### src/rtl/multicycle_control_fsm.sv
// Multi-cycle Moore control sequencer for the RISC-V lab datapath.
// Optional I-type ALU group is built when MC_ITYPE_EN is defined.
module multicycle_control_fsm (
    input  logic       clk,
    input  logic       reset,
    input  logic [6:0] Opcode,
    input  logic       mem_ready,
    output logic       PCWrite,
    output logic       PCWriteCond,
    output logic       IRWrite,
    output logic       IorD,
    output logic       MemRead,
    output logic       MemWrite,
    output logic       MemtoReg,
    output logic       RegWrite,
    output logic       ALUSrcA,
    output logic [1:0] ALUSrcB,
    output logic [1:0] ALUOp,
    output logic       PCSource,
    output logic       instr_done,
    output logic       illegal_op,
    output logic [3:0] state
);

    typedef enum logic [3:0] {
        IDLE   = 4'd0,
        FETCH  = 4'd1,
        DECODE = 4'd2,
        ADDR   = 4'd3,
        MEM_RD = 4'd4,
        MEM_WB = 4'd5,
        MEM_WR = 4'd6,
        EXEC_R = 4'd7,
        ALU_WB = 4'd8,
        BRANCH = 4'd9,
        EXEC_I = 4'd10
    } state_t;

    localparam logic [6:0] OP_R  = 7'b0110011;
    localparam logic [6:0] OP_LD = 7'b0000011;
    localparam logic [6:0] OP_SD = 7'b0100011;
    localparam logic [6:0] OP_BR = 7'b1100011;
`ifdef MC_ITYPE_EN
    localparam logic [6:0] OP_I  = 7'b0010011;
`endif

    localparam logic [1:0] SRCB_RS2 = 2'b00;
    localparam logic [1:0] SRCB_4   = 2'b01;
    localparam logic [1:0] SRCB_IMM = 2'b10;
    localparam logic [1:0] OP_ADD   = 2'b00;
    localparam logic [1:0] OP_SUB   = 2'b01;
    localparam logic [1:0] OP_FUNCT = 2'b10;

    state_t state_q;
    state_t state_d;

    logic is_r;
    logic is_mem;
    logic is_br;
    logic is_i;
    logic is_legal;

    // Opcode classification, only consumed while in DECODE
    always_comb begin
        is_r   = (Opcode == OP_R);
        is_mem = (Opcode == OP_LD) || (Opcode == OP_SD);
        is_br  = (Opcode == OP_BR);
`ifdef MC_ITYPE_EN
        is_i   = (Opcode == OP_I);
`else
        is_i   = 1'b0;
`endif
        is_legal = is_r || is_mem || is_br || is_i;
    end

    // State register with synchronous reset
    always_ff @(posedge clk) begin
        if (reset) begin
            state_q <= IDLE;
        end else begin
            state_q <= state_d;
        end
    end

    // Next-state logic
    always_comb begin
        state_d = IDLE;
        case (state_q)
            IDLE: begin
                state_d = FETCH;
            end
            FETCH: begin
                state_d = mem_ready ? DECODE : FETCH;
            end
            DECODE: begin
                unique case (1'b1)
                    is_r:    state_d = EXEC_R;
                    is_mem:  state_d = ADDR;
                    is_br:   state_d = BRANCH;
`ifdef MC_ITYPE_EN
                    is_i:    state_d = EXEC_I;
`endif
                    default: state_d = FETCH;
                endcase
            end
            ADDR: begin
                // bit 5 separates sd from ld; IR keeps it stable
                state_d = Opcode[5] ? MEM_WR : MEM_RD;
            end
            MEM_RD: begin
                state_d = mem_ready ? MEM_WB : MEM_RD;
            end
            MEM_WB: begin
                state_d = FETCH;
            end
            MEM_WR: begin
                state_d = mem_ready ? FETCH : MEM_WR;
            end
            EXEC_R: begin
                state_d = ALU_WB;
            end
            ALU_WB: begin
                state_d = FETCH;
            end
            BRANCH: begin
                state_d = FETCH;
            end
`ifdef MC_ITYPE_EN
            EXEC_I: begin
                state_d = ALU_WB;
            end
`endif
            default: begin
                state_d = IDLE;
            end
        endcase
    end

    // Moore outputs; mem_ready qualifiers and illegal_op are the exceptions
    always_comb begin
        PCWrite     = 1'b0;
        PCWriteCond = 1'b0;
        IRWrite     = 1'b0;
        IorD        = 1'b0;
        MemRead     = 1'b0;
        MemWrite    = 1'b0;
        MemtoReg    = 1'b0;
        RegWrite    = 1'b0;
        ALUSrcA     = 1'b0;
        ALUSrcB     = SRCB_RS2;
        ALUOp       = OP_ADD;
        PCSource    = 1'b0;
        instr_done  = 1'b0;
        illegal_op  = 1'b0;
        case (state_q)
            FETCH: begin
                MemRead = 1'b1;
                ALUSrcB = SRCB_4;
                IRWrite = mem_ready;
                PCWrite = mem_ready;
            end
            DECODE: begin
                // PC + imm lands in ALUOut as the branch target
                ALUSrcB    = SRCB_IMM;
                illegal_op = ~is_legal;
            end
            ADDR: begin
                ALUSrcA = 1'b1;
                ALUSrcB = SRCB_IMM;
            end
            MEM_RD: begin
                MemRead = 1'b1;
                IorD    = 1'b1;
            end
            MEM_WB: begin
                RegWrite   = 1'b1;
                MemtoReg   = 1'b1;
                instr_done = 1'b1;
            end
            MEM_WR: begin
                MemWrite   = 1'b1;
                IorD       = 1'b1;
                instr_done = mem_ready;
            end
            EXEC_R: begin
                ALUSrcA = 1'b1;
                ALUOp   = OP_FUNCT;
            end
            ALU_WB: begin
                RegWrite   = 1'b1;
                instr_done = 1'b1;
            end
            BRANCH: begin
                ALUSrcA     = 1'b1;
                ALUOp       = OP_SUB;
                PCWriteCond = 1'b1;
                PCSource    = 1'b1;
                instr_done  = 1'b1;
            end
`ifdef MC_ITYPE_EN
            EXEC_I: begin
                ALUSrcA = 1'b1;
                ALUSrcB = SRCB_IMM;
                ALUOp   = OP_FUNCT;
            end
`endif
            default: begin
            end
        endcase
    end

    assign state = state_q;

endmodule

### config.mk
export PLATFORM = sky130hd
export DESIGN_NAME = multicycle_control_fsm
export DESIGN_NICKNAME = d
export VERILOG_FILES = /design/src/rtl/multicycle_control_fsm.sv
export SDC_FILE = /design/constraint.sdc
export NUM_CORES = 1
export LEC_CHECK = 0
export CAP_MARGIN = 20
export CORE_MARGIN = 5
export CORE_UTILIZATION = 35
export DETAILED_ROUTE_END_ITERATION = 10
export GPL_TIMING_DRIVEN = 0
export PLACE_DENSITY = 0.87
export SETUP_SLACK_MARGIN = 0.02
export SYNTH_ARGS = -nofsm -noshare
export SYNTH_HDL_FRONTEND = slang
export SYNTH_SLANG_ARGS = --single-unit
### constraint.sdc
create_clock -name clk -period 1.6 [get_ports clk]
set_input_delay 0.32 -clock clk [delete_from_list [all_inputs] [get_ports clk]]
set_output_delay 0.32 -clock clk [all_outputs]
set_load 0.005 [all_outputs]
==> summary by stage <==
Drt
After detailed routing, the average wire length per cell comes to around 15 um. After detailed routing, the wire length on met1 is around 760 um. The top routing layer in use is met4. The met2 routed wirelength is 1065 um.

After detailed routing, the number of vias per cell comes to between 5 and 6. The count of antenna-violating nets left after detailed routing is 0. The total iterations of the first detailed-routing run is 4. The number of DRC violations after detailed-routing iteration 0 is 14. The met3 routed wirelength is about 120 um. The vias after detailed routing is roughly 680.

The total wire length is slightly below 2000 um. In the routed design, unresolved DRC markers number 0.

Placement
In this run the tool buffered the top-level ports with 29 buffer cells. The congestion estimate from routability-driven global placement came to a little over 0.7. The cell count after placement is roughly 110.

After legalization and detailed placement, the total HPWL measured roughly 1200 um. The pre-CTS setup slack is -0.4795 ns.

Yosys
The summed instance area of the synthesized netlist is about 470 um2. The number of synthesized flops with an enable pin is 0. The number of warning messages in the yosys log is 0. The count of state elements after synthesis is 4. Synthesis handed over a netlist of 65 instances.

The share of the yosys chip area belonging to registers is ~17%. After synthesis, the mean cell area works out to roughly 7.3 um2. For this run, the leading register cell type out of synthesis is dfxtp_1. The fraction of registers with async set/reset is 0%.

The number of different library cells in the post-synthesis netlist is 31. When the netlist entered floorplanning its net count stood at 75.

Setup path
Traced cell by cell, the critical path runs through buf_6 -> clkinvlp_4 -> buf_6 -> mux2i_1 -> and2_1 -> buf_2. The standard cell with the maximum stage delay on the critical path is dfxtp_2. Broken down by cell family, the worst path's largest delay share belongs to buffers and inverters. The worst endpoint required time is roughly 1.3 ns. Along the worst path, the maximum fanout reaches 5.

STA classifies the critical path startpoint as a flop. Data arrives at the worst endpoint at between 1 and 1.5 ns. The cell seen most often among critical-path stages is buf_6.

The critical path start-end classification is flop to primary output. The total buffers and inverters traversed by the critical path is 4. In this design, the stage delay of the slowest critical-path cell is 0.32 ns. STA classifies the critical path endpoint as a primary output.

Finish
The fraction of final layout cells sized beyond drive strength 1 is 55.65%. The antenna diode instance count is 0. The register with the most flip-flops in the layout has 4 of them. Excluding fillers, the count of instances in the completed layout stands at between 100 and 150.

The multi-input logic area is roughly 420 um2. The final net count is roughly 130. The filler cell count in the final layout is 86.

The sequential cells in the finished layout cover a total of between 90 and 100 um2. From synthesis to final layout, the design area changed by 118.5%.

Timing
Between clock sinks in the finished design, the worst skew comes to a little over 0.006 ns. The final count of hold timing violations is 0. The setup total negative slack is -0.1086 ns.

Once routing completed, OpenROAD measured the worst setup slack at -0.06621 ns. After layout, the minimum clock period comes to about 1.7 ns. Setup repair after global routing could not meet its margin everywhere. The total count of max-transition violations in the final report is 0. The headroom to the max-slew limit is between 80% and 90%. The worst path uses 104.1% of the clock period.

The slew of the pin with the lowest slew margin is between 0.2 and 0.3 ns. The maximum clock frequency is roughly 0.6 GHz. Setup violations remaining at the end of the flow were counted as 3.

Clock tree
TritonCTS built the clock tree. The root buffer cell is clkbuf_4. In this run the deepest clock path goes through 2 buffers. The number of hold-repair buffers added at the cts stage is 0. The maximum level of the CTS H-tree is 1. The TritonCTS sink count is 4. Clock-pin slew was measured on the worst setup and hold paths at about 0.04 ns. The number of buffers inserted during clock tree synthesis is 3. Clock latency on the worst-skew pair, taken at its later pin, is about 0.24 ns.

Global route
The number of global-route vias before repair came to 672. After global routing the overflow that remains totals 0. Entering global routing, the biggest net connects 8 pins.

The number of antenna violations at the first check in global routing is 0. The first-pass GRT wire length is 3194 um. The overall fraction of global-route tracks in use is approximately a fifth.

Power and ir drop
The maximum VDD drop is 0.0002289 V. The power density of the placed cells is about 400 mW/mm2. The leakage dissipation is around 0.52 nW.

Die
For this configuration, the core starts out at a cell density of approximately 37%. The area enclosed by the die boundary is around 0.0022 mm2. The number of top-level pins is 30.

The region available for standard cell placement spans ~0.0013 mm2. The floorplan step set the die width to about 47 um. In this run the vertical extent of the chip is 46.81 um. After floorplanning, the core was divided into 13 placement rows.

Min path
The class of the tightest hold or removal check is primary input to flop.

Run status
The run finished, with violations left. The final reports fail on negative setup slack.

Job
The tool flagged a number of max-cap violations equal to 0.
[worst min-delay path, delay by kind of cell]
family | cells | cell delay, ns
compound gates | 1 | 0.06
buf+inv | 1 | 0.27
simple gates | 1 | 0.14
[through the flow]
stage               hold slack, ns  instance area (um2)  util [%]  power [mW]
finish                      0.5965                 1036     80.62      0.4136
global route                0.6243                 1036     80.62      0.4280
CTS                         0.5781                 1011     78.68      0.4052
detailed placement          0.6478                783.3     60.95      0.2397
global placement            0.6305                783.3     60.95      0.2357
floorplan                   0.4219                474.2         -      0.1684
[power breakdown]
| part | switching, mW | internal, mW |
|---|---|---|
| Clock | 0.0464 | 0.0842 |
| Sequential | 0.00444 | 0.102 |
| Combinational | 0.0761 | 0.101 |
[worst paths after layout]
check                           endpoint  slack [ns]      start  cells past startpoint
worst max-delay path             ALUSrcA       -0.07   state[1]                      6
worst min-delay path            state[1]        0.60  Opcode[6]                      3
worst max register to register  state[1]        0.05   state[1]                      6
worst min register to register  state[2]        0.68   state[3]                      4
[synthesized netlist by cell type (2+ instances only)]
cell type | instances | area (um2)
nor2_1 | 7 | 26.28
a21oi_1 | 5 | 25.02
nand2_1 | 5 | 18.77
dfxtp_1 | 4 | 80.08
nor3_1 | 4 | 20.02
and3_1 | 3 | 18.77
buf_2 | 3 | 15.01
buf_4 | 3 | 22.52
nand2b_1 | 3 | 18.77
o21ai_0 | 3 | 15.01
a31oi_1 | 2 | 12.51
inv_1 | 2 | 7.510
mux2i_1 | 2 | 20.02
nor2b_1 | 2 | 12.51
[layout make-up]
class	count	area share, %
inverters	2	1.087
flip-flops and latches	4	8.937
plain buffers	6	7.246
multi-input cells	52	40.46
repair buffers	48	38.29
well taps	15	1.812
clock buffers	3	2.174
[routing by layer]
metal	up-vias	GRT usage, %
li1	330	-
met1	320	24.37
met2	30	38.21
met3	4	0
met4	0	7.182
met5	-	0
[placed cells by master (no fill, tap or decap), types with 4 or more instances in the layout]
master           Yosys  final
clkdlybuf4s50_1      0      4
buf_2                3      9
nor2_1               7      4
nand2_1              5      4
dlygate4sd2_1        0      6
buf_6                1     11
buf_4                3     15
[cells by family after synthesis]
group                  share of synthesized area, %
and+or+nand+nor                               46.44
buffers and inverters                         11.87
AOI/OAI and AO/OA                             20.58
muxes                                         4.222
DFF                                           16.89
[timing repair]
item	CTS	global route
pin swaps	9	5
buffers inserted	18	1
gates cloned	0	0
resized for setup	96	14
endpoints found under the setup margin	16	15
Note: power is estimated with default switching activity, not from simulation.
==> edit 1, RTL diff (config.mk and constraints unchanged) <==
The option `MC_ITYPE_EN` is turned on by a define.
--- a/src/rtl/multicycle_control_fsm.sv
+++ b/src/rtl/multicycle_control_fsm.sv
@@ -2,2 +2,4 @@
 // Optional I-type ALU group is built when MC_ITYPE_EN is defined.
+`define MC_ITYPE_EN
+
 module multicycle_control_fsm (
Behaviour: not the same (Yosys sat finds a counterexample within 4 cycles, from zero or initial values and one cycle with reset high).
==> edit 1 against the unedited design <==
  * The run still ends with setup timing left
  * Total power increased by 19%
  * Global-route usage is 2.0 points higher
  * Combinational power is 44% higher
  * Routed wire length grew 40%
  * Core utilization rose by 7.3 points
  * Via count rose by 23%
  * Setup slack got worse by 0.11 ns
  * Cell area rose by 9.1%
  * Clock skew down 0.0037 ns
  * Area after synthesis fell by 1.3%
  * Sequential cell count stayed put
==> edit 1: results <==
sta:
  tightest_slew_ns: 0.411
  finalSetupTns_ns: -0.983
  timing.final.ws_setup_ns: -0.176
  fin_skew_ns: 0.00246
  finalSetupViolations: 10
synthesis:
  synth_xor_area_share_pct: 1.87
  synthTopCellsByArea: "dfxtp_1 17%, nand2b_1 8.0%, a21oi_1 6.4%"
  seq_area_frac_synth_pct: 17.1
  avgSynthCellArea_um2: 6.98
  synth_commonest_cells: "8 x nor2_1, 6 x a21oi_1, 6 x nand2b_1"
  synth_mux_area_share_pct: 0
  yosys_warnings: 0
  yosys.cell_types.count: 29
  async_flop_share_pct: 0
  syn_nets: 77
cells_and_area:
  nFillCells: 57
  antennaDiodeCount: 0
  drive_gt1_share_pct: 58.4
global_route:
  grt_pass1_wl_um: 3360
  grt_max_degree: 11
  grtUsageTotal_pct: 22.3
  grt_pass1_vias: 739
setup_path:
  critPathArrivalTime_ns: 1.46
  crit_start: "state[0]$_SDFF_PP0_"
  reg2regPathDepth: 7
  slowest_stage: "dfxtp_4"
  reg2reg_to: "state[2]$_SDFF_PP0_"
placed_design:
  placedInstanceArea_um2: 777
  place_ws_ns: -0.407
  gp_congestion: 0.832
  dp_cells: 111
power_and_ir_drop:
  irDropWorstVdd_uv: 441
outcome:
  violations: "setup timing"
  status: "finished, violations left"
detailed_routing:
  drtIter0Drc: 91
  vias_per_cell: 6.02
  wl_per_cell_um: 19.8
-- edit 1: how the worst min path moves through the flow --
stage / startpoint / end / slack [ns] / depth (start not counted)
after floorplan: reset / state[1]$_SDFF_PP0_ / 0.39 / 1
after global placement: state[0]$_SDFF_PP0_ / state[2]$_SDFF_PP0_ / 0.75 / 4
after detailed placement: state[0]$_SDFF_PP0_ / state[2]$_SDFF_PP0_ / 0.76 / 4
after CTS: state[3]$_SDFF_PP0_ / state[1]$_SDFF_PP0_ / 0.63 / 2
after global routing: state[3]$_SDFF_PP0_ / state[1]$_SDFF_PP0_ / 0.70 / 2
final: state[3]$_SDFF_PP0_ / state[1]$_SDFF_PP0_ / 0.69 / 2
-- edit 1: where the power goes --
group | switching [W] | internal, W | leakage (nW) | total [W]
clock | 0.0000442 | 0.0000841 | 0.0138 | 0.000128
sequential | 0.00000712 | 0.000102 | 0.0355 | 0.000109
combinational | 0.000107 | 0.000147 | 0.472 | 0.000254
-- edit 1: repair_timing --
item                       4_1_cts  5_1_grt
setup buffers                   19       10
gates resized for setup         94       17
pin swaps                       10        5
hold endpoints to repair         0        0
setup endpoints to repair       17       17
-- edit 1: layout make-up --
type	instances	area, µm²	area share (%)
Inverter	2	10.0	0.886
Tap cell	15	18.8	1.66
Sequential cell	4	95.1	8.42
Multi-Input combinational cell	54	445	39.4
Buffer	7	71.3	6.31
Clock buffer	3	22.5	1.99
Timing Repair Buffer	55	467	41.3
-- edit 1: layer usage --
metal | vias to the layer above | part of all wire (%) | GRT usage (%)
met5 | - | 0 | 0
met4 | 0 | 4.1 | 13.6
met3 | 18 | 13 | 3.91
met2 | 77 | 47 | 40.1
met1 | 392 | 35 | 23.4
li1 | 356 | - | -
==> edit 2, RTL diff (config.mk and constraints unchanged) <==
Made on the original files. Reset style: asynchronous (`reset`), changed in one clocked block. Comments in the files are not updated.
--- a/src/rtl/multicycle_control_fsm.sv
+++ b/src/rtl/multicycle_control_fsm.sv
@@ -76,3 +76,3 @@
     // State register with synchronous reset
-    always_ff @(posedge clk) begin
+    always_ff @(posedge clk or posedge reset) begin
         if (reset) begin
Behaviour: differs if reset is asserted again (counterexample within 4 cycles, from zero or initial values and one cycle with reset high); with reset held inactive, the same outputs for 10 cycles.
==> edit 2 against the unedited design <==
  * The run still ends with setup timing left
  * Routed wire length is 18% higher
  * Count of clock-buffer cells in the layout stayed put
  * Via count is 3.8% higher
  * Cell area is 5.2% higher
  * Setup slack worse by 0.13 ns
  * Core utilization is 4.2 points higher
  * Area after synthesis is 0.26% lower
  * First-iteration DRC count is 43% higher
  * Sequential cell count stayed put
  * Synthesized cell count is 7.7% lower
  * Critical path type unchanged
Power is left out: it rests on default switching activity, and per cell area and clock period it moved more than threefold.
==> edit 2: results <==
outcome:
  status: "finished, violations left"
  violations: "setup timing"
clock_network:
  cts.path.max_buffers: 2
  path_clk_slew_ns: 0.05
  cts_inserted_buffers: 3
cells_and_area:
  antennaDiodeCount: 0
  nFillCells: 76
  layout.nets: 132
  drive_gt1_share_pct: 64.2
  largest_reg_flops: 4
global_route:
  grtUsageMet3_pct: 7.28
  grtUsageTotal_pct: 20.5
  grt_use_met2_pct: 34.4
  grt_max_degree: 11
  grt_pass1_wl_um: 3130
  gr-usage-met1_pct: 22.9
  grt_pass1_vias: 693
  grt_antenna_before_repair: 0
synthesis:
  seq_area_frac_synth_pct: 21.2
  synthAdderAreaFrac_pct: 2.12
  synth_commonest_cells: "7 x nor2_1, 5 x inv_1, 4 x buf_4, 4 x dfrtp_1"
  synth-main-ff-cell: "dfrtp_1"
  async_flop_share_pct: 100
  synth_compound_area_share_pct: 22.5
  synth_mux_area_share_pct: 5.29
  synthTopCellsByArea: "dfrtp_1 21%, buf_4 6.3%, nor2_1 5.6%"
  syn_nets: 70
  yosys.cell_types.count: 32
detailed_routing:
  wl_met2_um: 1190
  first_pass_iters: 4
  vias_per_cell: 5.26
  wl_per_cell_um: 17.2
  top_layer: "met4"
  wl_met3_um: 187
  drtIter0Drc: 20
  wl_met1_um: 862
setup_path:
  reg2reg_to: "state[3]$_DFF_PP0_"
  r2r_slack_ns: 0.07
  crit-reg2reg-launch: "state[0]$_DFF_PP0_"
  critPathCapture: "RegWrite"
  crit_fanout: 6
  critPathArrivalTime_ns: 1.48
  crit_start: "state[3]$_DFF_PP0_"
  reg2regPathDepth: 7
sta:
  finalSetupViolations: 10
  timing.final.ws_setup_ns: -0.200
  fin_skew_ns: 0.00935
  tightest_slew_ns: 0.216
placed_design:
  dpl.hpwl_um: 1090
  placedInstanceArea_um2: 782
  port_buffers: 29
  gp_congestion: 0.868
min_path:
  min_path_type: "primary input to async pin"
-- edit 2: logic make-up after synthesis --
family	after synthesis
AOI/OAI and AO/OA	15
adders and majority gates	1
buffers and inverters	11
DFF	4
muxes	2
and+or+nand+nor	27
-- edit 2: worst min-delay path by stage --
stage	to
after CTS	state[0]$_DFF_PP0_
after floorplan	state[0]$_DFF_PP0_
after global routing	state[0]$_DFF_PP0_
final	state[0]$_DFF_PP0_
after detailed placement	state[0]$_DFF_PP0_
after global placement	state[0]$_DFF_PP0_
-- edit 2: layout make-up --
| class | instances | area (µm²) | share of cell area, % |
|---|---|---|---|
| multi-input cells | 45 | 408 | 37.4 |
| flip-flops and latches | 4 | 101 | 9.30 |
| repair buffers | 58 | 462 | 42.4 |
| plain buffers | 5 | 56.3 | 5.17 |
| well taps | 15 | 18.8 | 1.72 |
| inverters | 5 | 21.3 | 1.95 |
| clock buffers | 3 | 22.5 | 2.07 |
-- edit 2: what timing repair did --
| action | CTS | global route |
|---|---|---|
| setup buffers | 18 | 11 |
| resized for setup | 79 | 22 |
| setup endpoints to repair | 16 | 15 |
| pin swaps | 6 | 4 |
-- edit 2: through the flow --
step / hold slack, ns / std cells / setup slack (ns) / setup TNS [ns]
after detailed placement: 0.527 / 104 / -0.706 / -3.59
final: 0.261 / 135 / -0.200 / -0.982
after global routing: 0.278 / 135 / -0.259 / -1.69
after floorplan: 0.0861 / 60 / 0.157 / 0
after global placement: 0.512 / 104 / -0.658 / -3.34
after CTS: 0.272 / 125 / -0.123 / -0.380
-- edit 2: critical path: stages (launching register included) --
cell,delay (ns)
dfrtp_1,0.39
buf_6,0.14
nand3b_1,0.22
buf_4,0.18
o21a_1,0.10
nor2_1,0.09
buf_2,0.12
